==> src/rtl/stream_demux_pkg.sv <==
// -----------------------------------------------------------------------------
// stream_demux_pkg
// Shared definitions for the registered 1-to-N stream demultiplexer:
//   - default parameter constants
//   - slot state type (EMPTY / FULL)
//   - saturating increment helper used by the drop counter
// -----------------------------------------------------------------------------
package stream_demux_pkg;

  localparam int DEF_DATA_W  = 8;
  localparam int DEF_NUM_OUT = 8;
  localparam int DEF_CNT_W   = 8;

  typedef enum logic {
    SLOT_EMPTY = 1'b0,
    SLOT_FULL  = 1'b1
  } slot_state_e;

  // Increment v by one, holding at maxv instead of wrapping.
  function automatic logic [31:0] sat_inc(input logic [31:0] v,
                                          input logic [31:0] maxv);
    logic [31:0] r;
    if (v >= maxv) r = maxv;
    else           r = v + 32'd1;
    return r;
  endfunction

endpackage : stream_demux_pkg

==> src/rtl/stream_demux_slot.sv <==
// -----------------------------------------------------------------------------
// stream_demux_slot
// One-entry register slot with valid/ready handshake on the output side.
// A full slot that is being drained this cycle counts as free, so a load and a
// drain may happen on the same edge (data replaced, slot stays full).
//
// Ports:
//   clk      in   clock, rising edge
//   rst_n    in   asynchronous active-low reset
//   i_load   in   write i_data into the slot on this edge
//   i_data   in   DATA_W payload to load
//   i_ready  in   consumer ready for this slot
//   o_free   out  slot can take a load this cycle (combinational)
//   o_valid  out  slot holds a word
//   o_data   out  DATA_W stored payload (last value kept while empty)
// -----------------------------------------------------------------------------
module stream_demux_slot
  import stream_demux_pkg::*;
#(
  parameter int DATA_W = DEF_DATA_W
) (
  input  logic              clk,
  input  logic              rst_n,
  input  logic              i_load,
  input  logic [DATA_W-1:0] i_data,
  input  logic              i_ready,
  output logic              o_free,
  output logic              o_valid,
  output logic [DATA_W-1:0] o_data
);

  slot_state_e       r_state;
  slot_state_e       w_state_nxt;
  logic [DATA_W-1:0] r_data;

  always_ff @(posedge clk or negedge rst_n) begin
    if (!rst_n) begin
      r_state <= SLOT_EMPTY;
    end else begin
      r_state <= w_state_nxt;
    end
  end

  always_comb begin
    w_state_nxt = r_state;
    case (r_state)
      SLOT_EMPTY: if (i_load) w_state_nxt = SLOT_FULL;
      SLOT_FULL: begin
        if (i_load)       w_state_nxt = SLOT_FULL;
        else if (i_ready) w_state_nxt = SLOT_EMPTY;
      end
      default: w_state_nxt = SLOT_EMPTY;
    endcase
  end

  always_ff @(posedge clk or negedge rst_n) begin
    if (!rst_n) begin
      r_data <= '0;
    end else if (i_load) begin
      r_data <= i_data;
    end
  end

  assign o_valid = (r_state == SLOT_FULL);
  assign o_free  = (r_state == SLOT_EMPTY) || i_ready;
  assign o_data  = r_data;

endmodule : stream_demux_slot

==> src/rtl/stream_demux_reg.sv <==
// -----------------------------------------------------------------------------
// stream_demux_reg
// Registered 1-to-NUM_OUT stream demultiplexer. Each output channel owns a
// one-entry slot, so a stalled consumer only blocks words addressed to it.
// Words with in_sel >= NUM_OUT are accepted, discarded and counted in a
// saturating drop counter.
//
// Optional feature (macro STREAM_DEMUX_BCAST_EN): adds in_bcast; a broadcast
// word waits until every slot is free and then loads all slots at once.
//
// Ports:
//   clk        in   clock, rising edge
//   rst_n      in   asynchronous active-low reset
//   in_valid   in   input word valid
//   in_ready   out  input word can be accepted (combinational, not on in_valid)
//   in_sel     in   SEL_W destination channel
//   in_data    in   DATA_W payload
//   in_bcast   in   broadcast request (only with STREAM_DEMUX_BCAST_EN)
//   out_valid  out  NUM_OUT per-channel slot full
//   out_ready  in   NUM_OUT per-channel consumer ready
//   out_data   out  NUM_OUT*DATA_W, channel k at [k*DATA_W +: DATA_W]
//   drop_cnt   out  CNT_W saturating count of dropped words
// -----------------------------------------------------------------------------
module stream_demux_reg
  import stream_demux_pkg::*;
#(
  parameter int DATA_W  = DEF_DATA_W,
  parameter int NUM_OUT = DEF_NUM_OUT,
  parameter int SEL_W   = $clog2(NUM_OUT),
  parameter int CNT_W   = DEF_CNT_W
) (
  input  logic                      clk,
  input  logic                      rst_n,
  input  logic                      in_valid,
  output logic                      in_ready,
  input  logic [SEL_W-1:0]          in_sel,
  input  logic [DATA_W-1:0]         in_data,
`ifdef STREAM_DEMUX_BCAST_EN
  input  logic                      in_bcast,
`endif
  output logic [NUM_OUT-1:0]        out_valid,
  input  logic [NUM_OUT-1:0]        out_ready,
  output logic [NUM_OUT*DATA_W-1:0] out_data,
  output logic [CNT_W-1:0]          drop_cnt
);

  logic [NUM_OUT-1:0] w_free;
  logic [NUM_OUT-1:0] w_load;
  logic [NUM_OUT-1:0] w_uni_load;
  logic               w_uni_ready;
  logic               w_uni_drop;
  logic               w_sel_ok;
  logic               w_drop;
  logic [CNT_W-1:0]   r_drop_cnt;

  assign w_sel_ok = (32'(in_sel) < NUM_OUT);

  // Unicast decode. Loop compare instead of indexing keeps out-of-range
  // selects (non power-of-two NUM_OUT) from touching any slot.
  always_comb begin
    w_uni_load  = '0;
    w_uni_ready = 1'b0;
    w_uni_drop  = 1'b0;
    if (!w_sel_ok) begin
      w_uni_ready = 1'b1;
      w_uni_drop  = in_valid;
    end else begin
      for (int k = 0; k < NUM_OUT; k++) begin
        if (in_sel == SEL_W'(k)) begin
          w_uni_ready   = w_free[k];
          w_uni_load[k] = in_valid && w_free[k];
        end
      end
    end
  end

`ifdef STREAM_DEMUX_BCAST_EN
  // Broadcast needs every slot free; in_sel and the drop counter are ignored.
  always_comb begin
    w_load   = w_uni_load;
    in_ready = w_uni_ready;
    w_drop   = w_uni_drop;
    if (in_bcast) begin
      in_ready = &w_free;
      w_drop   = 1'b0;
      w_load   = (in_valid && (&w_free)) ? {NUM_OUT{1'b1}} : '0;
    end
  end
`else
  assign w_load   = w_uni_load;
  assign in_ready = w_uni_ready;
  assign w_drop   = w_uni_drop;
`endif

  for (genvar k = 0; k < NUM_OUT; k++) begin : g_slot
    stream_demux_slot #(
      .DATA_W (DATA_W)
    ) u_slot (
      .clk     (clk),
      .rst_n   (rst_n),
      .i_load  (w_load[k]),
      .i_data  (in_data),
      .i_ready (out_ready[k]),
      .o_free  (w_free[k]),
      .o_valid (out_valid[k]),
      .o_data  (out_data[k*DATA_W +: DATA_W])
    );
  end

  always_ff @(posedge clk or negedge rst_n) begin
    if (!rst_n) begin
      r_drop_cnt <= '0;
    end else if (w_drop) begin
      r_drop_cnt <= CNT_W'(sat_inc(32'(r_drop_cnt), 32'({CNT_W{1'b1}})));
    end
  end

  assign drop_cnt = r_drop_cnt;

endmodule : stream_demux_reg

==> config.mk <==
export PLATFORM = sky130hd
export DESIGN_NAME = stream_demux_reg
export DESIGN_NICKNAME = d
export VERILOG_FILES = /design/src/rtl/stream_demux_pkg.sv /design/src/rtl/stream_demux_slot.sv /design/src/rtl/stream_demux_reg.sv
export SDC_FILE = /design/constraint.sdc
export NUM_CORES = 1
export LEC_CHECK = 0
export BUFFER_PORTS_ARGS = -buffer_cell sky130_fd_sc_hd__buf_2
export CAP_MARGIN = 25
export CORE_MARGIN = 2
export CORE_UTILIZATION = 45
export CTS_CLUSTER_DIAMETER = 50
export DETAILED_ROUTE_END_ITERATION = 6
export HOLD_SLACK_MARGIN = 0.06
export PLACE_DENSITY = 0.78
export SYNTH_ARGS = -nofsm -noshare
export SYNTH_HDL_FRONTEND = slang
export SYNTH_HIERARCHICAL = 1
export SYNTH_SLANG_ARGS = --single-unit
==> constraint.sdc <==
create_clock -name clk -period 1.2 [get_ports clk]
set_input_delay 0 -clock clk [delete_from_list [all_inputs] [get_ports clk]]
set_output_delay 0 -clock clk [all_outputs]
set_load 0.01 [all_outputs]
* After elaboration in Yosys (flattened, before gate mapping)
Cells that the tools add are included.
** Cells by class
- Reduce and logical (&&, ||, !) cells :: 17
- Eq/ne operators :: 7
- Multiplexer cells :: 48
- Bitwise logic cells :: 8
** Operators by type and width (count)
- 1-bit 2-to-1 mux :: 40
- 1-bit case mux with 2 select lines :: 8
- 3-bit == test, second input constant :: 4
- 1-bit logical AND :: 8
- 1-bit logical OR :: 8
- 1-bit inverter :: 8
- 3-bit by 2-bit == test with 1-bit output, second input constant :: 2
- 3-bit by 1-bit == test with 1-bit output, second input constant :: 1
- 3-bit logical NOT :: 1
** Word-level totals
- Output and inout port bits :: 81
- Flip-flop bits (word level) :: 72
- Word-level logic and storage cells :: 96
- Bits of input ports :: 22

* Logic depth before layout (Yosys ltp)
- Word-level depth :: 10
- Depth in mapped cells :: 4
- Mapped depth without buffers :: 3

* Cells and area by module
The synthesis kept the hierarchy.
** By module, submodules not included
- stream_demux_slot :: cells an instance 20, sequential area each 225.2 um2, area an instance 369.1 um2, instances 8
- stream_demux_reg :: cells an instance 25, sequential area each 0.0 um2, area an instance 212.7 um2, instances 1

* Least setup slack after synthesis
OpenSTA, ideal clock, no wires.
- Path kind :: register to register
- Start :: register g_slot[5].u_slot.r_state
- End :: register g_slot[5].u_slot.r_data[0]
- Buffers on the path :: 1
- Cell stages (with the launch flop) :: 5
- Library setup time :: 0.125 ns
- Data required time :: 1.075 ns
- Path slack :: -0.057 ns
- Clock period less this slack :: 1.257 ns
- Data arrival time :: 1.132 ns
- Cells stage by stage :: dfrtp_1 -> nand2b_1 -> and4_1 -> buf_6 -> mux2_4
** On the way
- Cells in the longest elaborated chain, start to end :: 4
** Ends and longest elaborated chain
- from (decl) :: RTL line stream_demux_slot.sv:32 : slot_state_e r_state;
- from (signal assigned) :: RTL line stream_demux_slot.sv:40 : r_state <= w_state_nxt;
- 1-bit inverter
- 1-bit logical OR :: RTL line stream_demux_slot.sv:65 : assign o_free = (r_state == SLOT_EMPTY) || i_ready;
- via w_free[5] :: RTL line stream_demux_reg.sv:47 : logic [NUM_OUT-1:0] w_free;
- 1-bit logical AND :: RTL line stream_demux_reg.sv:71 : w_uni_load[k] = in_valid && w_free[k];
- 1-bit 2-to-1 mux :: RTL line stream_demux_reg.sv:69 : if (in_sel == SEL_W'(k)) begin
- via w_load[5] :: RTL line stream_demux_reg.sv:48 : logic [NUM_OUT-1:0] w_load;
- to (signal assigned) :: RTL line stream_demux_slot.sv:60 : r_data <= i_data;
- to (decl) :: RTL line stream_demux_slot.sv:34 : logic [DATA_W-1:0] r_data;
The timed path passes the listed nets, and every way through them passes these cells.
A chain may end at the register's enable or synchronous reset.

* Worst setup path after layout
- Start :: register g_slot[1].u_slot.r_state
- End :: output port in_ready
** On the way
- Cells in the longest elaborated chain, start to end :: 9
** Ends and longest elaborated chain
- from (decl) :: RTL line stream_demux_slot.sv:32
- from (signal assigned) :: RTL line stream_demux_slot.sv:40
- 1-bit inverter
- 1-bit logical OR :: RTL line stream_demux_slot.sv:65
- via w_free[1] :: RTL line stream_demux_reg.sv:47
- 1-bit 2-to-1 mux (7 in a row) :: RTL line stream_demux_reg.sv:69
- to (decl) :: RTL line stream_demux_reg.sv:35 : output logic in_ready,
The timed path passes the listed nets, and every way through them passes these cells.

==> results.toml <==
[drt]
top_layer = "met4"
via_count = 1977
routed_via_density = 4.67
drt_iter0_markers = 49
dr_wl_met3_um = 397
met1_length_um = 3220
route.met2.wl_um = 3560
dr.pass1.iters = 4
drtAntennaViolNets = 0
drc = 0
wirelength_um = 7290
detail_route.wl_per_cell_um = 17.2

[sta]
slew_violations = 0
fin_hold_ws_ns = -0.000576
fin_crit_ns = 1.67
finalHoldViolCount = 1
fin_crit_sh_pct = 139
rsz0062_at_grt = "true"
skew_ns = 0.0109
setup_viol = 65
timing.setup.tns_ns = -8.28
clock.fmax_mhz = 600
finalWorstSetupSlack_ns = -0.468

[clock_network]
cts_buffer_depth = 2
root_buffer = "clkbuf_8"
cts_hold_buf = 9
clock_latency_ns = 0.33
cts.sinks = 72
path_clk_slew_ns = 0.07
numCtsBuffers = 9
cts_tree = "yes"
cts_max_level = 3

[finish]
area_growth_pct = 37.0
num_antenna_cells = 0
final_cells = 423
drive_above_1_share_pct = 65.4
final_cell_mix = "buf_2, dfrtp_1, mux2_4"
utilization_pct = 63.8
layout_commonest_cell = "buf_2"
final_area_mm2 = 0.00434
nets = 344

[power_and_ir_drop]
p_int_w = 0.00503
p_clk_share_pct = 25.7
comb_power_share_pct = 27.5
irDropWorstVdd_v = 0.000855
switching_share_pct = 27.3
powerDensity_mw_per_mm2 = 1590
power_switching_w = 0.00189
seq_power_share_pct = 46.9
leakage_nw = 2.19

[global_route]
grtUsageTotal_pct = 19.7
grt_pass1_vias = 2064
antenna_found_initial = 0
grt-ovfl-total = 0
grt_pass1_wl_um = 11000
grt_max_degree = 73

[critical_path]
start_kind = "flip-flop"
cp.arrival_ns = 1.67
critPathKind = "flip-flop to output port"
critPathMaxFanout = 2
crit_required_ns = 1.20
crit_path_end_kind = "output port"

[placed_design]
gp_congestion = 0.821
placed_area_mm2 = 0.00387
placed_cells = 387
io_buffers = 94
hpwlAfterDp_um = 4830

[synthesis]
yosys_warnings = 6
ys_ff_latch = 72
synthCells = 185
syn_avg_cell_area_um2 = 17.1
syn-cell-area_mm2 = 0.00317
ys_types = 14
yosysSeqAreaShare_pct = 56.9

[worst_hold_path]
hold_path.class = "input pin to flip-flop"

[floorplan]
die_width_um = 87.9
rows = 30
die_h_um = 87.9
initial_utilization_pct = 46.6
fp.dieArea_mm2 = 0.00772
ios = 103
coreArea_mm2 = 0.00679

[run_status]
outcome = "finished with violations"
violations = "hold timing, setup timing"

[flow_run]
cap_violations = 0
[sequential cells by signal, indices dropped and copies added (netlist names)]
name	count
g_slot.u_slot/o_valid	8
g_slot.u_slot/o_data	64
[power by group through the flow]
stage	logic, W	clock network (W)	registers (W)
4_1_cts	0.00191	0.00183	0.00324
3_5_place_dp	0.00185	0	0.00326
2_1_floorplan	0.000827	0	0.00349
6_report	0.00190	0.00178	0.00324
3_3_place_gp	0.00180	0	0.00325
5_1_grt	0.00203	0.00195	0.00330
[path summary, 6_finish.rpt]
path,start,endpoint,slack [ns],cells after the start
setup / recovery,g_slot[1].u_slot/o_valid,in_ready,-0.47,4
hold / removal,out_ready[5],g_slot[5].u_slot/o_valid,-0.0006,3
setup reg to reg,g_slot[1].u_slot/o_valid,g_slot[1].u_slot/o_data[5],-0.24,5
hold reg to reg,g_slot[6].u_slot/o_data[3],g_slot[6].u_slot/o_data[3],0.51,1
max in group asynchronous,rst_n,g_slot[6].u_slot/o_valid,0.65,3
min in group asynchronous,rst_n,g_slot[0].u_slot/o_data[1],0.22,3
[cell type report]
cell class                      count  area [um2]
Fill cell                         523        2460
Tap cell                           96         120
Multi-Input combinational cell    104        1270
Clock buffer                       12         135
Clock inverter                      4        45.0
Sequential cell                    72        1800
Timing Repair Buffer              135         963
[stage by stage]
stage,power (W),setup slack [ns]
floorplan,0.00432,-0.0413
global placement,0.00505,-0.107
detailed placement,0.00511,-0.174
CTS,0.00698,-0.482
global route,0.00729,-0.524
finish,0.00691,-0.468
[cells by family after synthesis]
group	count (synthesis)	share of synthesized area [%]
multiplexers	67	32.4
buffers and inverters	16	4.74
AND/OR/NAND/NOR	29	5.85
other	1	0.118
flip-flops	72	56.9
[what timing repair did]
item | 4_1_cts | 5_1_grt
setup buffers | 5 | 4
endpoints found under the hold margin | 135 | 1
gates cloned | 2 | 0
gates resized for setup | 24 | 2
setup endpoints to repair | 65 | 65
[metal layers]
| metal | track usage [%] | vias up |
|---|---|---|
| li1 | - | 904 |
| met2 | 31.7 | 77 |
| met1 | 25.9 | 984 |
| met4 | 7.69 | 0 |
| met5 | 0 | - |
| met3 | 4.81 | 12 |
[worst max-delay path: stages (launching register included)]
cell and delay (ns):
dfrtp_1 0.37, nand2b_1 0.11, mux4_2 0.46, mux2_4 0.28, buf_6 0.12
[cells in the mapped netlist]
master	n	area, um2
and2_1	1	6.26
and2b_1	1	7.51
and3_1	6	37.5
and4_1	2	17.5
buf_4	8	60.1
buf_6	8	90.1
conb_1	1	3.75
dfrtp_1	72	1800
mux2_2	1	11.3
mux2_4	64	961
mux4_1	2	52.6
nand2b_1	16	100
nor2_1	1	3.75
nor2b_1	2	12.5
No activity file was read; power rests on OpenSTA's default activity.
